`config.mk`:
```
export PLATFORM = sky130hd
export DESIGN_NAME = bitcount_arbiter
export DESIGN_NICKNAME = d
export VERILOG_FILES = /design/src/rtl/bitcount_pkg.sv /design/src/rtl/rr_picker.sv /design/src/rtl/bitcount_arbiter.sv
export SDC_FILE = /design/constraint.sdc
export NUM_CORES = 1
export LEC_CHECK = 0
export CAP_MARGIN = 40
export CORE_ASPECT_RATIO = 0.8
export CORE_MARGIN = 4
export CORE_UTILIZATION = 43
export DETAILED_ROUTE_END_ITERATION = 8
export PLACE_DENSITY = 0.86
export REMOVE_ABC_BUFFERS = 1
export SLEW_MARGIN = 20
export SYNTH_ARGS = -nofsm -noshare
export SYNTH_HDL_FRONTEND = slang
export SYNTH_SLANG_ARGS = --single-unit
```
`constraint.sdc`:
```
create_clock -name clk -period 2.6 [get_ports clk]
set_input_delay 0.52 -clock clk [delete_from_list [all_inputs] [get_ports clk]]
set_output_delay 0.52 -clock clk [all_outputs]
set_load 0.05 [all_outputs]
```
`src/rtl/bitcount_pkg.sv`:
```
// Shared types and default widths for the bit-count arbiter and its datapath.
package bitcount_pkg;

  typedef enum logic [1:0] {
    IDLE    = 2'd0,
    LOAD    = 2'd1,
    RUN     = 2'd2,
    RELEASE = 2'd3
  } state_t;

  localparam int DEF_N_REQ       = 4;
  localparam int DEF_DATA_W      = 8;
  localparam int DEF_RES_W       = $clog2(DEF_DATA_W + 1);
  localparam int DEF_TIMEOUT_CYC = 32;

endpackage

```
`src/rtl/rr_picker.sv`:
```
// Round-robin winner search: first set req bit starting just after last_grant.
module rr_picker #(
  parameter  int N_REQ = 4,
  localparam int ID_W  = $clog2(N_REQ)
) (
  input  logic [N_REQ-1:0] req,
  input  logic [ID_W-1:0]  last_grant,
  output logic             any_req,
  output logic [ID_W-1:0]  winner
);

  logic [N_REQ-1:0]           hit;
  logic [N_REQ-1:0][ID_W-1:0] cand;

  // cand[k] is the requester k+1 places after last_grant, wrapped to N_REQ
  for (genvar k = 0; k < N_REQ; k++) begin : g_off
    assign cand[k] = ID_W'((int'(last_grant) + k + 1) % N_REQ);
    assign hit[k]  = req[cand[k]];
  end

  assign any_req = |req;

  // Scan from the farthest offset down so the nearest hit wins.
  always_comb begin
    winner = '0;
    for (int k = N_REQ - 1; k >= 0; k--) begin
      if (hit[k]) winner = cand[k];
    end
  end

endmodule

```
`src/rtl/bitcount_arbiter.sv`:
```
// Round-robin front end sharing one start/done bit-count datapath among N_REQ requesters.
module bitcount_arbiter
  import bitcount_pkg::*;
#(
  parameter  int N_REQ       = DEF_N_REQ,
  parameter  int DATA_W      = DEF_DATA_W,
  parameter  int RES_W       = $clog2(DATA_W + 1),
  parameter  int TIMEOUT_CYC = DEF_TIMEOUT_CYC,
  localparam int ID_W        = $clog2(N_REQ)
) (
  input  logic                    clk,
  input  logic                    reset,
  input  logic [N_REQ-1:0]        req,
  input  logic [N_REQ*DATA_W-1:0] req_data,
  output logic                    cnt_start,
  output logic [DATA_W-1:0]       cnt_data,
  input  logic [RES_W-1:0]        cnt_result,
  input  logic                    cnt_done,
  output logic                    busy,
  output logic [ID_W-1:0]         grant_id,
  output logic [N_REQ-1:0]        resp_valid,
  output logic [RES_W-1:0]        resp_count,
  output logic                    resp_err
);

  localparam int TMO_W = (TIMEOUT_CYC > 2) ? $clog2(TIMEOUT_CYC) : 1;
  localparam logic [TMO_W-1:0] TMO_LAST = TMO_W'(TIMEOUT_CYC - 1);

  state_t                         state;
  logic [ID_W-1:0]                last_grant;
  logic [ID_W-1:0]                winner;
  logic                           any_req;
  logic [TMO_W-1:0]               tmo_cnt;
  logic [N_REQ-1:0][DATA_W-1:0]   req_words;
  logic [N_REQ-1:0]               grant_oh;

  assign req_words = req_data;
  assign grant_oh  = N_REQ'(1) << grant_id;

  rr_picker #(.N_REQ(N_REQ)) u_pick (
    .req        (req),
    .last_grant (last_grant),
    .any_req    (any_req),
    .winner     (winner)
  );

  always_ff @(posedge clk) begin
    if (!reset) begin
      state      <= IDLE;
      cnt_start  <= 1'b0;
      cnt_data   <= '0;
      busy       <= 1'b0;
      grant_id   <= '0;
      resp_valid <= '0;
      resp_count <= '0;
      resp_err   <= 1'b0;
      tmo_cnt    <= '0;
      last_grant <= ID_W'(N_REQ - 1);
    end else begin
      resp_valid <= '0;
      resp_err   <= 1'b0;
      unique case (state)
        IDLE: begin
          if (any_req) begin
            grant_id <= winner;
            cnt_data <= req_words[winner];
            busy     <= 1'b1;
            state    <= LOAD;
          end
        end
        LOAD: begin
          // start is low this cycle so the datapath loads cnt_data
          tmo_cnt   <= '0;
          cnt_start <= 1'b1;
          state     <= RUN;
        end
        RUN: begin
          tmo_cnt <= tmo_cnt + TMO_W'(1);
          if (cnt_done) begin
            resp_count <= cnt_result;
            resp_valid <= grant_oh;
            cnt_start  <= 1'b0;
            state      <= RELEASE;
          end else if (tmo_cnt == TMO_LAST) begin
            resp_count <= '0;
            resp_valid <= grant_oh;
            resp_err   <= 1'b1;
            cnt_start  <= 1'b0;
            state      <= RELEASE;
          end
        end
        RELEASE: begin
          // a done stuck high parks us here; only busy reveals it
          if (!cnt_done) begin
            last_grant <= grant_id;
            busy       <= 1'b0;
            state      <= IDLE;
          end
        end
        default: state <= IDLE;
      endcase
    end
  end

endmodule

```
### After elaboration in Yosys (flattened, before gate mapping)

Cells that the tools add are included.

* flip-flop bits (word level): 30
* output and inout bits: 21
* logic and storage cells: 77
* input bits: 43

* $lt $le $gt $ge: 5
* add/subtract/negate cells: 7
* bitwise gates (word level): 3
* equal/unequal tests: 7
* muxes and demuxes: 31
* shift operators: 1
* reductions and logical operators: 13

Operator list (number)
* 8-bit binary-select mux with 2-bit select: 1
* 2-bit 2-to-1 mux: 8
* 4-bit 2-to-1 mux: 4
* 2-bit by 3-bit less-than comparator with 1-bit output, second input constant: 5
* 2-bit adder, second input constant: 5
* 5-bit one-hot mux with 2 select lines: 1
* 2-bit AND reduction: 5
* 1-bit 2-to-1 mux: 9
* 1-bit binary-select mux with 2-bit select: 4
* 8-bit 2-to-1 mux: 1
* 2-bit one-hot mux with 4 select lines: 1
* 3-bit AND reduction: 2
* 2-bit nonzero test: 3
* 5-bit by 1-bit adder with 5-bit output, second input constant: 1
* 5-bit == test, second input constant: 1
* 2-bit == test, second input constant: 2
* 2-bit != test, second input constant: 2
* 1-bit one-hot mux with 2 select lines: 2
* 4-bit OR reduction: 1
* 1-bit by 2-bit left shift with 4-bit output, first input constant: 1
* 3-bit != test, second input constant: 1
* 1-bit inverter: 3
* 3-bit OR reduction: 1
* 2-bit by 1-bit adder with 2-bit output, second input constant: 1
* other kinds (2): 2

### Longest topological paths before layout

Gate-level depths: netlist of the first run.

* word-level depth: 10
* gate-level depth with buffers: 8
* depth with buffers taken out: 8

### Cells and area by module

From an unflattened synthesis of the first run, not the netlist that was laid out.

* cell total of the unflattened synthesis: 162
* area, all modules: 1539.0 µm²

By module, submodules not included
* bitcount_arbiter: cells each 148, area an instance 1455.1 µm², sequential area each 600.6 µm², times used 1
* rr_picker: cells each 14, area an instance 83.8 µm², sequential area each 0.0 µm², times used 1

### Worst setup path after synthesis of the first run

Ideal clock, no wire load.

* path kind: input to register
* start: input port req[0]
* end: register cnt_data[4]
* path buffers: 1
* slack: 0.610 ns
* data arrival time: 1.869 ns
* setup time: 0.122 ns
* cell stages on the path: 6
* required time: 2.478 ns
* cells stage by stage: o211ai_1 o21ai_1 or2_4 buf_6 mux2_4 a221o_1

* word-level cells in the longest chain between the ends: 8
* elaborated cells on any way between the ends: 16
* classes of those cells: mux: 14; reduce/logical: 2

RTL lines
* from (decl): RTL line bitcount_arbiter.sv:13 `input logic [N_REQ-1:0] req,`
* 1-bit binary-select mux with 2-bit select: RTL line rr_picker.sv:18 `assign hit[k] = req[cand[k]];`
* 1-bit 2-to-1 mux (not written as such): RTL line rr_picker.sv:18
* 2-bit 2-to-1 mux (4 in series): RTL line rr_picker.sv:27 `if (hit[k]) winner = cand[k];`
* 8-bit binary-select mux with 2-bit select: RTL line bitcount_arbiter.sv:66 `cnt_data <= req_words[winner];`
* 8-bit 2-to-1 mux (not written as such): RTL line bitcount_arbiter.sv:66
* to (signal assigned): RTL line bitcount_arbiter.sv:66
* to (decl): RTL line bitcount_arbiter.sv:16 `output logic [DATA_W-1:0] cnt_data,`

Several ways; a longest one is shown, not always the timed one. The select of a mux whose other input is x is not followed.
A chain may end at the register's enable or synchronous reset.

### Final worst setup path of the first run

* start: input port req[3]
* end: register cnt_data[6]

Same word-level chain as after synthesis.

==> run_results.csv, run 1 <==
group,metric,value,unit
setup_path,crit_path_max_fanout,5,
setup_path,r2r_setup_slack,680,ps
route,drc,0,
route,avgRoutedWirePerCell,15.8,um
floorplan,core_footprint,3470,um^2
pwr,static-leakage-power,0.958,nW
setup_path,arrival,2540,ps
setup_path,worstSetupPathType,"in2reg",
global_routing,grt_usage,20.9,%
global_routing,grt.met3_usage,5.31,%
yosys,asyncSetResetFlopFracSynth,0,%
setup_path,crit_slowest_cell,"nor3_1",
clock_network,postCtsResizedCells,0,
timing,timing.final.crit_period,2310,ps
setup_path,worstSetupEndpointType,"flop",
yosys,synth.yosys.warnings,0,
global_routing,grt_antenna_before_repair,0,
hold_path,holdCritPathClass,"reg2reg",
clock_network,clockRootBuffer,"clkbuf_8",
final_layout,post_route_cells_drive_above_1_share,11.0,%
floorplan,num_io_pins,64,
setup_path,critPathLaunchType,"primary input",
yosys,instance_count_of_the_mapped_netlist,176,
setup_path,worstPathRequired,2820,ps
yosys,ys_ff_latch,30,
placement,dp_hpwl,3.45,mm
pwr,p_total,1.94,mW
global_routing,grt_first_pass_wirelength,7.36,mm
pwr,power_dens_cells,821,nW/um^2
pwr,vdd.ir_drop.worst,0.000505,V
yosys,synth_edf_count,0,
timing,final-max-slew-violation-count,0,
clock_network,post_cts_setup_buffer_count,0,
final_layout,area_growth_syn_to_fin,50.6,%
setup_path,path_delay_family,"simple AND/OR/NAND/NOR gates",
global_routing,grt_most_used_layer,"met2",
timing,final_hold_viol_count,0,
yosys,netlist-cell-type-count,37,
setup_path,ordered_cell_list_for_the_critical_path,"clkdlybuf4s50_1, buf_4, nor2b_1, a21oi_1, o221a_2, nor3_1, a221o_1",
clock_network,cts-buffers-inserted,5,
final_layout,antenna-diode-count,0,
route,vias_per_cell,5.53,
floorplan,start_util,45.1,%
timing,slew_headroom,52.4,%
clock_network,clkSlewWorstSetupHoldPaths,60,ps
final_layout,area.sequential,601,um^2
floorplan,rows,19,
placement,gpl.final_weighted_congestion,0.807,
yosys,synth_area,1570,um^2
status,status,"finished clean",
global_routing,gr-usage-met1,27.4,%
floorplan,die_w,75.5,um
global_routing,number_of_global_route_vias_before_repair,1622,
route,drt-total-wl,4.54,mm
route,antenna_left,0,
route,detailroute.via_count,1593,
yosys,synth_flop_cell,"dfxtp_1",
timing,fmax,432,MHz
final_layout,fillers,273,
timing,totalNegativeSetupSlack,0,ps
clock_network,tritoncts,"built",
clock_network,cts_hold_buf,0,
timing,timing.final.crit_share,89.0,%
global_routing,met2_track_usage_gr,34.7,%
timing,finalSetupViolations,0,
floorplan,die_area,4680,um^2
global_routing,gr-total-overflow,0,
clock_network,clock_tree.htree_level_count,2,
yosys,yosysSeqAreaShare,38.3,%
setup_path,critical_path.n_buffers_inverters,2,
timing,worst-slew-pin-transition,709,ps
yosys,syn-mean-instance-area,8.90,um^2
setup_path,timing.critical_path.slowest_cell_delay,560,ps
final_layout,multiInputGateArea,905,um^2
final_layout,final_net_count,294,
job,max_cap_violations,0,
clock_network,clock_sink_count,30,
clock_network,worst_skew_pair.late_latency,280,ps
global_routing,grt_start_max_net_pins,18,
placement,place.port_buffers,63,
floorplan,die_h,62.0,um
timing,fin_skew,5.47,ps
timing,setup_repair_after_global_routing_missed_its_margin,"no",
route,initialDrtViolationCount,84,
clock_network,clk_path_buf_depth,2,
route,detail_route.first_pass.iterations,4,
[worst paths after layout]
kind	start	to	cells past startpoint
max	req[3]	cnt_data[6]	7
max reg2reg	last_grant[1]	cnt_data[7]	5
min reg2reg	tmo_cnt[4]	tmo_cnt[4]	2
min	tmo_cnt[4]	tmo_cnt[4]	2
[logic make-up after synthesis]
kind of cell               count (synthesis)  share of synthesized area, %
and+or+nand+nor                           74                          23.2
AOI/OAI and AO/OA                         34                          17.0
DFF                                       30                          38.3
muxes                                     18                          12.8
buffers and inverters                     14                          3.91
adders and majority gates                  6                          4.79
[flip-flops by register name, summed over array words and instances, names as in the netlist]
signal,flops
state,2
resp_valid,4
cnt_data,8
cnt_start,1
grant_id,2
busy,1
resp_count,4
last_grant,2
tmo_cnt,5
resp_err,1
[report_power, final]
part	internal, mW	switching [mW]	total, mW
sequential	0.548	0.0651	0.613
combinational	0.377	0.561	0.938
clock	0.213	0.172	0.385
[stage by stage]
step	hold slack, ps	cells	area, um^2	setup WS, ps	utilization, %
detailed placement	468	280	2270	55.1	65.3
finish	484	288	2360	285	68.0
floorplan	450	167	1520	674	-
global placement	461	280	2270	138	65.3
global route	502	288	2360	227	68.0
CTS	480	288	2360	327	68.0
[area by class of cell]
type                            count  area share (%)
Clock buffer                        7            3.66
Timing Repair Buffer               71            29.3
Multi-Input combinational cell    132            38.4
Inverter                            5           0.796
Sequential cell                    30            25.5
Clock inverter                      1           0.212
Tap cell                           42            2.23
[per-layer routing]
metal,vias up,share of wire [%]
li1,779,-
met1,742,46
met2,68,47
met3,4,6.1
met4,0,0.62
met5,-,0
[cell usage after synthesis (all sizes together), types with 2 or more instances]
cell     n  area (um^2)
o21ai    4         20.0
and3     8         50.1
nand2   19         73.8
nor4     2         12.5
a211oi   3         22.5
dfxtp   30          601
o211ai   2         15.0
nor2b    2         12.5
mux2i    8         80.1
nor3     8         40.0
ha       6         75.1
nand2b   6         37.5
o221ai   3         26.3
a221o    5         50.1
buf      2         16.3
nor3b    2         15.0
nand3    7         35.0
a32oi    4         35.0
a21oi    8         40.0
nor2    17         63.8
mux2    10          120
inv      4         15.0
clkbuf   7         26.3
[layout by cell type, fill, tap and decap left out, drive strengths merged]
cell type      synthesis  final
a211oi                 3      3
a21oi                  8      8
a221o                  5      5
a222oi                 1      1
a22oi                  1      1
a31o                   1      1
a32oi                  4      4
and2                   1      1
and3                   8      8
buf                    2      8
clkbuf                 7      7
clkdlybuf4s50          0     63
clkinv                 1      2
dfxtp                 30     30
ha                     6      6
inv                    4      4
mux2                  10     10
mux2i                  8      8
nand2                 19     19
nand2b                 6      6
nand3                  7      7
nand3b                 1      1
nor2                  17     17
nor2b                  2      2
nor3                   8      8
nor3b                  2      2
nor4                   2      2
o211ai                 2      2
o21ai                  4      4
o221a                  1      1
o221ai                 3      3
o41a                   1      1
or2                    1      1
[tightest hold or removal path: cells and delay by family, from the launching register on]
kind | cells | cell delay [ps]
flip-flops | 1 | 320
AND/OR/NAND/NOR | 1 | 70
AO/OA/AOI/OAI | 1 | 50
No activity file was read; power rests on OpenSTA's default activity.
==> inputs of run 2 (changes only) <==
- CAP_MARGIN: 40 -> 15
- CELL_PAD_IN_SITES_DETAIL_PLACEMENT: not set -> 2
- CELL_PAD_IN_SITES_GLOBAL_PLACEMENT: not set -> 2
- CORE_UTILIZATION: 43 -> 24
- PLACE_DENSITY: 0.86 -> 0.85
==> run 2 against run 1 <==
  * Worst setup slack gained 5.8 ps
  * Non-clock buffer count is the same
  * First-iteration DRC count shrank 61%
  * Critical path type unchanged
  * Largest cell class unchanged
==> run_results.csv, run 2 (same netlist as run 1, synthesis figures left out) <==
group,metric,value,unit
clock_network,cts_hold_buf,0,
setup_path,worstSetupEndpointType,"flop",
final_layout,final_cell_count_no_fill,330,
pwr,vdd.ir_drop.worst,0.000249,V
floorplan,core_footprint,6380,um^2
global_routing,grt_usage,14.8,%
pwr,static-leakage-power,0.958,nW
floorplan,num_io_pins,64,
placement,place.port_buffers,63,
timing,slew_headroom,48.5,%
route,drc,0,
setup_path,worstSetupPathType,"in2reg",
setup_path,arrival,2530,ps
placement,pre_cts_setup_slack,15.0,ps
placement,dp_hpwl,4.24,mm
floorplan,die_w,98.3,um
clock_network,clockRootBuffer,"clkbuf_8",
route,vias_per_cell,4.91,
floorplan,rows,26,
clock_network,cts-buffers-inserted,5,
route,detail_route.first_pass.iterations,4,
clock_network,postCtsResizedCells,0,
floorplan,start_util,24.6,%
timing,worst-slew-pin-transition,765,ps
route,initialDrtViolationCount,33,
timing,timing.final.crit_share,88.8,%
setup_path,critPathLaunchType,"primary input",
global_routing,grt_first_pass_wirelength,9.37,mm
setup_path,ordered_cell_list_for_the_critical_path,"clkdlybuf4s50_1, nor2b_1, a21oi_1, o221a_2, nor3_1, a221o_1",
route,detailroute.via_count,1619,
timing,totalNegativeSetupSlack,0,ps
hold_path,holdCritPathClass,"reg2reg",
pwr,p_total,1.99,mW
timing,final_hold_viol_count,0,
final_layout,final_cell_area,2410,um^2
final_layout,largest_registers,"cnt_data: 8 flops, tmo_cnt: 5 flops",
setup_path,crit_slowest_cell,"clkdlybuf4s50_1",
final_layout,area_growth_syn_to_fin,54.2,%
global_routing,gr-total-overflow,0,
final_layout,antenna-diode-count,0,
final_layout,post_route_cells_drive_above_1_share,11.4,%
final_layout,multiInputGateArea,905,um^2
global_routing,number_of_global_route_vias_before_repair,1812,
final_layout,mostFrequentLayoutCell,"clkdlybuf4s50_1",
floorplan,die_area,7890,um^2
final_layout,area.sequential,601,um^2
placement,post_placement_cell_area,2320,um^2
pwr,seq_power_share,31.4,%
pwr,clock_power_share,19.8,%
placement,gpl.final_weighted_congestion,0.756,
timing,timing.final.crit_period,2310,ps
pwr,netSwitchingPower,0.852,mW
pwr,comb_power_share,48.8,%
route,drt-total-wl,5.65,mm
timing,finalSetupViolations,0,
clock_network,clk_path_buf_depth,2,
final_layout,finish.utilization,37.9,%
final_layout,final_cell_mix,"clkdlybuf4s50_1 (63), dfxtp_1 (30), nand2_1 (18), nor2_1 (17)",
global_routing,grt_antenna_before_repair,0,
final_layout,fillers,710,
floorplan,die_h,80.3,um
pwr,switching_share,42.8,%
timing,setup_ws,291,ps
clock_network,clock_tree.htree_level_count,2,
clock_network,clkSlewWorstSetupHoldPaths,70,ps
clock_network,tritoncts,"built",
clock_network,post_cts_setup_buffer_count,0,
timing,fin_skew,9.33,ps
clock_network,worst_skew_pair.late_latency,280,ps
setup_path,worstPathRequired,2820,ps
setup_path,crit_path_max_fanout,7,
final_layout,largest-register,"cnt_data",
global_routing,grt_start_max_net_pins,18,
status,status,"finished clean",
timing,setup_repair_after_global_routing_missed_its_margin,"no",
job,max_cap_violations,0,
timing,final-max-slew-violation-count,0,
route,antenna_left,0,
placement,place_inst,322,
timing,fmax,433,MHz
clock_network,clock_sink_count,30,
pwr,power_dens_cells,824,nW/um^2
timing,holdWs,493,ps
final_layout,final_net_count,294,
pwr,internal_power,1.14,mW
final_layout,largest_reg_flops,8,
setup_path,timing.critical_path.slowest_cell_delay,610,ps
route,avgRoutedWirePerCell,17.1,um
## run 2: cell count changes in the layout (fill, tap and decap cells not counted), sizes merged
cell,before,now
clkbuf,7,6
clkinvlp,0,1
## run 2: cell type report
type	count	share of cell area, %
clock inverter	2	0.518
sequential	30	24.9
inverter	5	0.777
tap	84	4.35
multi-input combinational	132	37.5
clock buffer	6	3.42
timing repair buffer	71	28.6
## run 2: routing by layer
metal | up-vias | part of all wire (%) | global-route usage [%]
li1 | 782 | - | -
met1 | 791 | 46 | 17.6
met2 | 44 | 46 | 25.2
met3 | 2 | 7.6 | 6.08
met4 | 0 | 0.27 | 2.86
met5 | - | 0 | 0
## run 2: worst paths after layout
kind	from	cells past startpoint	to	slack [ps]
hold reg to reg	resp_count[0]	2	resp_count[0]	490
hold / removal	resp_count[0]	2	resp_count[0]	490
setup reg to reg	tmo_cnt[0]	6	cnt_start	660
setup / recovery	req[3]	6	cnt_data[4]	290
## run 2: power groups by stage
stage	sequential (mW)	combinational [mW]	clock, mW
final	0.625	0.971	0.394
after global routing	0.636	1.05	0.432
after CTS	0.626	0.983	0.410
after detailed placement	0.632	0.961	0
after global placement	0.628	0.933	0
after floorplan	0.841	0.363	0
## run 2: critical path, delay by kind of cell
kind / cells / cell delay, ps
and+or+nand+nor: 2 / 780
AOI/OAI and AO/OA: 3 / 620
buffers and inverters: 1 / 610
==> inputs of run 3 (changes only) <==
--- a/config.mk
+++ b/config.mk
@@ -11,7 +11,8 @@
 export CORE_ASPECT_RATIO = 0.8
 export CORE_MARGIN = 4
-export CORE_UTILIZATION = 24
+export CORE_UTILIZATION = 35
 export DETAILED_ROUTE_END_ITERATION = 8
-export PLACE_DENSITY = 0.85
+export DONT_BUFFER_PORTS = 1
+export PLACE_DENSITY = 0.84
 export REMOVE_ABC_BUFFERS = 1
 export SLEW_MARGIN = 20
==> constraint.sdc (replaced) <==
create_clock -name clk -period 2.6 [get_ports clk]
set_input_delay 0.65 -clock clk [delete_from_list [all_inputs] [get_ports clk]]
set_output_delay 0.65 -clock clk [all_outputs]
set_load 0.05 [all_outputs]
==> run 3 against run 2 <==
  * Worst hold slack got worse by 60 ps
  * Total power shrank 7.3%
  * Wire length fell by 5.4%
  * Worst setup slack improved by 230 ps
  * Clock-buffer cell count up 2
  * Maximum frequency increased by 11%
  * Sequential share of layout area increased by 9.7 points
  * First-iteration DRC count is 48% higher
  * Critical path type is now reg2reg
  * Critical endpoint is now state[0]
  * Highest routed layer unchanged
==> run_results.csv, run 3 (same netlist as run 1, synthesis figures left out) <==
group,metric,value,unit
setup_path,critPathLaunchType,"flop",
clock_network,clk_path_buf_depth,2,
clock_network,clock_sink_count,30,
route,drt-total-wl,5.35,mm
route,initialDrtViolationCount,49,
final_layout,area_growth_syn_to_fin,10.8,%
route,drc,0,
timing,timing.final.crit_period,2080,ps
pwr,netSwitchingPower,0.827,mW
final_layout,final_cell_area,1740,um^2
clock_network,cts_hold_buf,0,
floorplan,start_util,36.8,%
hold_path,holdCritPathClass,"in2reg",
clock_network,clockRootBuffer,"clkbuf_8",
final_layout,antenna-diode-count,0,
timing,fmax,481,MHz
final_layout,post_route_cells_drive_above_1_share,13.4,%
setup_path,timing.critical_path.slowest_cell_delay,470,ps
clock_network,post_cts_setup_buffer_count,0,
placement,place.port_buffers,0,
status,status,"finished clean",
placement,dp_hpwl,3.88,mm
pwr,vdd.ir_drop.worst,0.000284,V
timing,final_hold_viol_count,0,
pwr,clock_power_share,24.2,%
pwr,comb_power_share,28.7,%
clock_network,postCtsResizedCells,0,
global_routing,grt_usage,20.0,%
route,detail_route.first_pass.iterations,4,
setup_path,crit_slowest_cell,"a222oi_1",
final_layout,largest_registers,"cnt_data: 8 flops, tmo_cnt: 5 flops",
route,avgRoutedWirePerCell,22.7,um
global_routing,grt_start_max_net_pins,19,
timing,slew_headroom,50.4,%
clock_network,clkSlewWorstSetupHoldPaths,60,ps
pwr,switching_share,44.8,%
clock_network,clock_tree.htree_level_count,2,
final_layout,mostFrequentLayoutCell,"dfxtp_1",
global_routing,gr-total-overflow,0,
floorplan,num_io_pins,64,
floorplan,rows,21,
global_routing,grt_first_pass_wirelength,8.28,mm
setup_path,arrival,2260,ps
setup_path,crit_path_max_fanout,4,
clock_network,cts-buffers-inserted,5,
final_layout,largest-register,"cnt_data",
floorplan,die_area,5620,um^2
final_layout,largest_reg_flops,8,
placement,gpl.final_weighted_congestion,0.769,
final_layout,final_net_count,227,
pwr,internal_power,1.02,mW
floorplan,die_h,67.8,um
placement,post_placement_cell_area,1630,um^2
timing,totalNegativeSetupSlack,0,ps
floorplan,core_footprint,4260,um^2
final_layout,final_cell_mix,"dfxtp_1 (30), nand2_1 (18), nor2_1 (17)",
route,detailroute.via_count,1402,
floorplan,die_w,82.8,um
clock_network,tritoncts,"built",
pwr,power_dens_cells,1060,nW/um^2
clock_network,worst_skew_pair.late_latency,280,ps
setup_path,worstPathRequired,2780,ps
global_routing,grt_antenna_before_repair,0,
timing,setup_repair_after_global_routing_missed_its_margin,"no",
setup_path,worstSetupPathType,"reg2reg",
timing,finalSetupViolations,0,
job,max_cap_violations,0,
timing,timing.final.crit_share,79.9,%
global_routing,number_of_global_route_vias_before_repair,1547,
timing,final-max-slew-violation-count,0,
pwr,seq_power_share,47.1,%
route,antenna_left,0,
route,vias_per_cell,5.94,
setup_path,ordered_cell_list_for_the_critical_path,"ha_1, and3_1, ha_1, nor2_1, a222oi_1, nor2_1, a211oi_1",
setup_path,worstSetupEndpointType,"flop",
pwr,static-leakage-power,0.711,nW
timing,fin_skew,2.49,ps
timing,worst-slew-pin-transition,743,ps
==> run 3: cell types whose count changed in the layout (fill, tap and decap cells not counted), sizes merged <==
cell	change
clkinvlp	-1
clkdlybuf4s50	-63
clkinv	-1
buf	-4
clkbuf	+2
==> run 3: power groups by stage <==
stage	combinational [mW]	clock, mW	sequential, mW
2_1_floorplan	0.363	0	0.841
3_3_place_gp	0.455	0	0.868
3_5_place_dp	0.509	0	0.876
4_1_cts	0.531	0.453	0.869
5_1_grt	0.585	0.474	0.877
6_report	0.530	0.447	0.869
==> run 3: layer usage <==
| metal | track usage [%] | part of all wire (%) | up-vias |
|---|---|---|---|
| met1 | 22.6 | 41 | 704 |
| met2 | 37.8 | 52 | 47 |
| met3 | 3.29 | 4.9 | 8 |
| met4 | 7.35 | 1.5 | 0 |
| met5 | 0 | 0 | - |
| li1 | - | - | 643 |
==> run 3: area by class of cell <==
type                            instances  area [um^2]
Clock buffer                            8          110
Fill cell                             482         2520
Inverter                                5         18.8
Multi-Input combinational cell        132          905
Sequential cell                        30          601
Tap cell                               57         71.3
Timing Repair Buffer                    4         30.0
==> run 3: path summary, 6_finish.rpt <==
| path | start | endpoint | slack, ps | cells after the start |
|---|---|---|---|---|
| setup / recovery | tmo_cnt[0] | state[0] | 520 | 7 |
| hold / removal | cnt_done | resp_err | 430 | 1 |
| setup reg to reg | tmo_cnt[0] | state[0] | 520 | 7 |
| hold reg to reg | tmo_cnt[1] | tmo_cnt[1] | 520 | 2 |
==> run 3: metrics by stage <==
stage                     power [mW]  worst slack, ps  cells  hold WS (ps)  utilization (%)
final                           1.85              523    236           434             40.8
after global routing            1.94              372    236           422             40.8
after CTS                       1.85              523    236           426             40.8
after detailed placement        1.38              438    228           496             38.2
after global placement          1.32              580    228           458             38.2
after floorplan                 1.20              544    167           450                -
==> run 3: worst max-delay path, delay by kind of cell, from the launching register on <==
family | cells | cell delay (ps)
AND/OR/NAND/NOR | 3 | 430
AO/OA/AOI/OAI | 2 | 770
flip-flops | 1 | 380
adder cells (fa/ha/maj) | 2 | 390
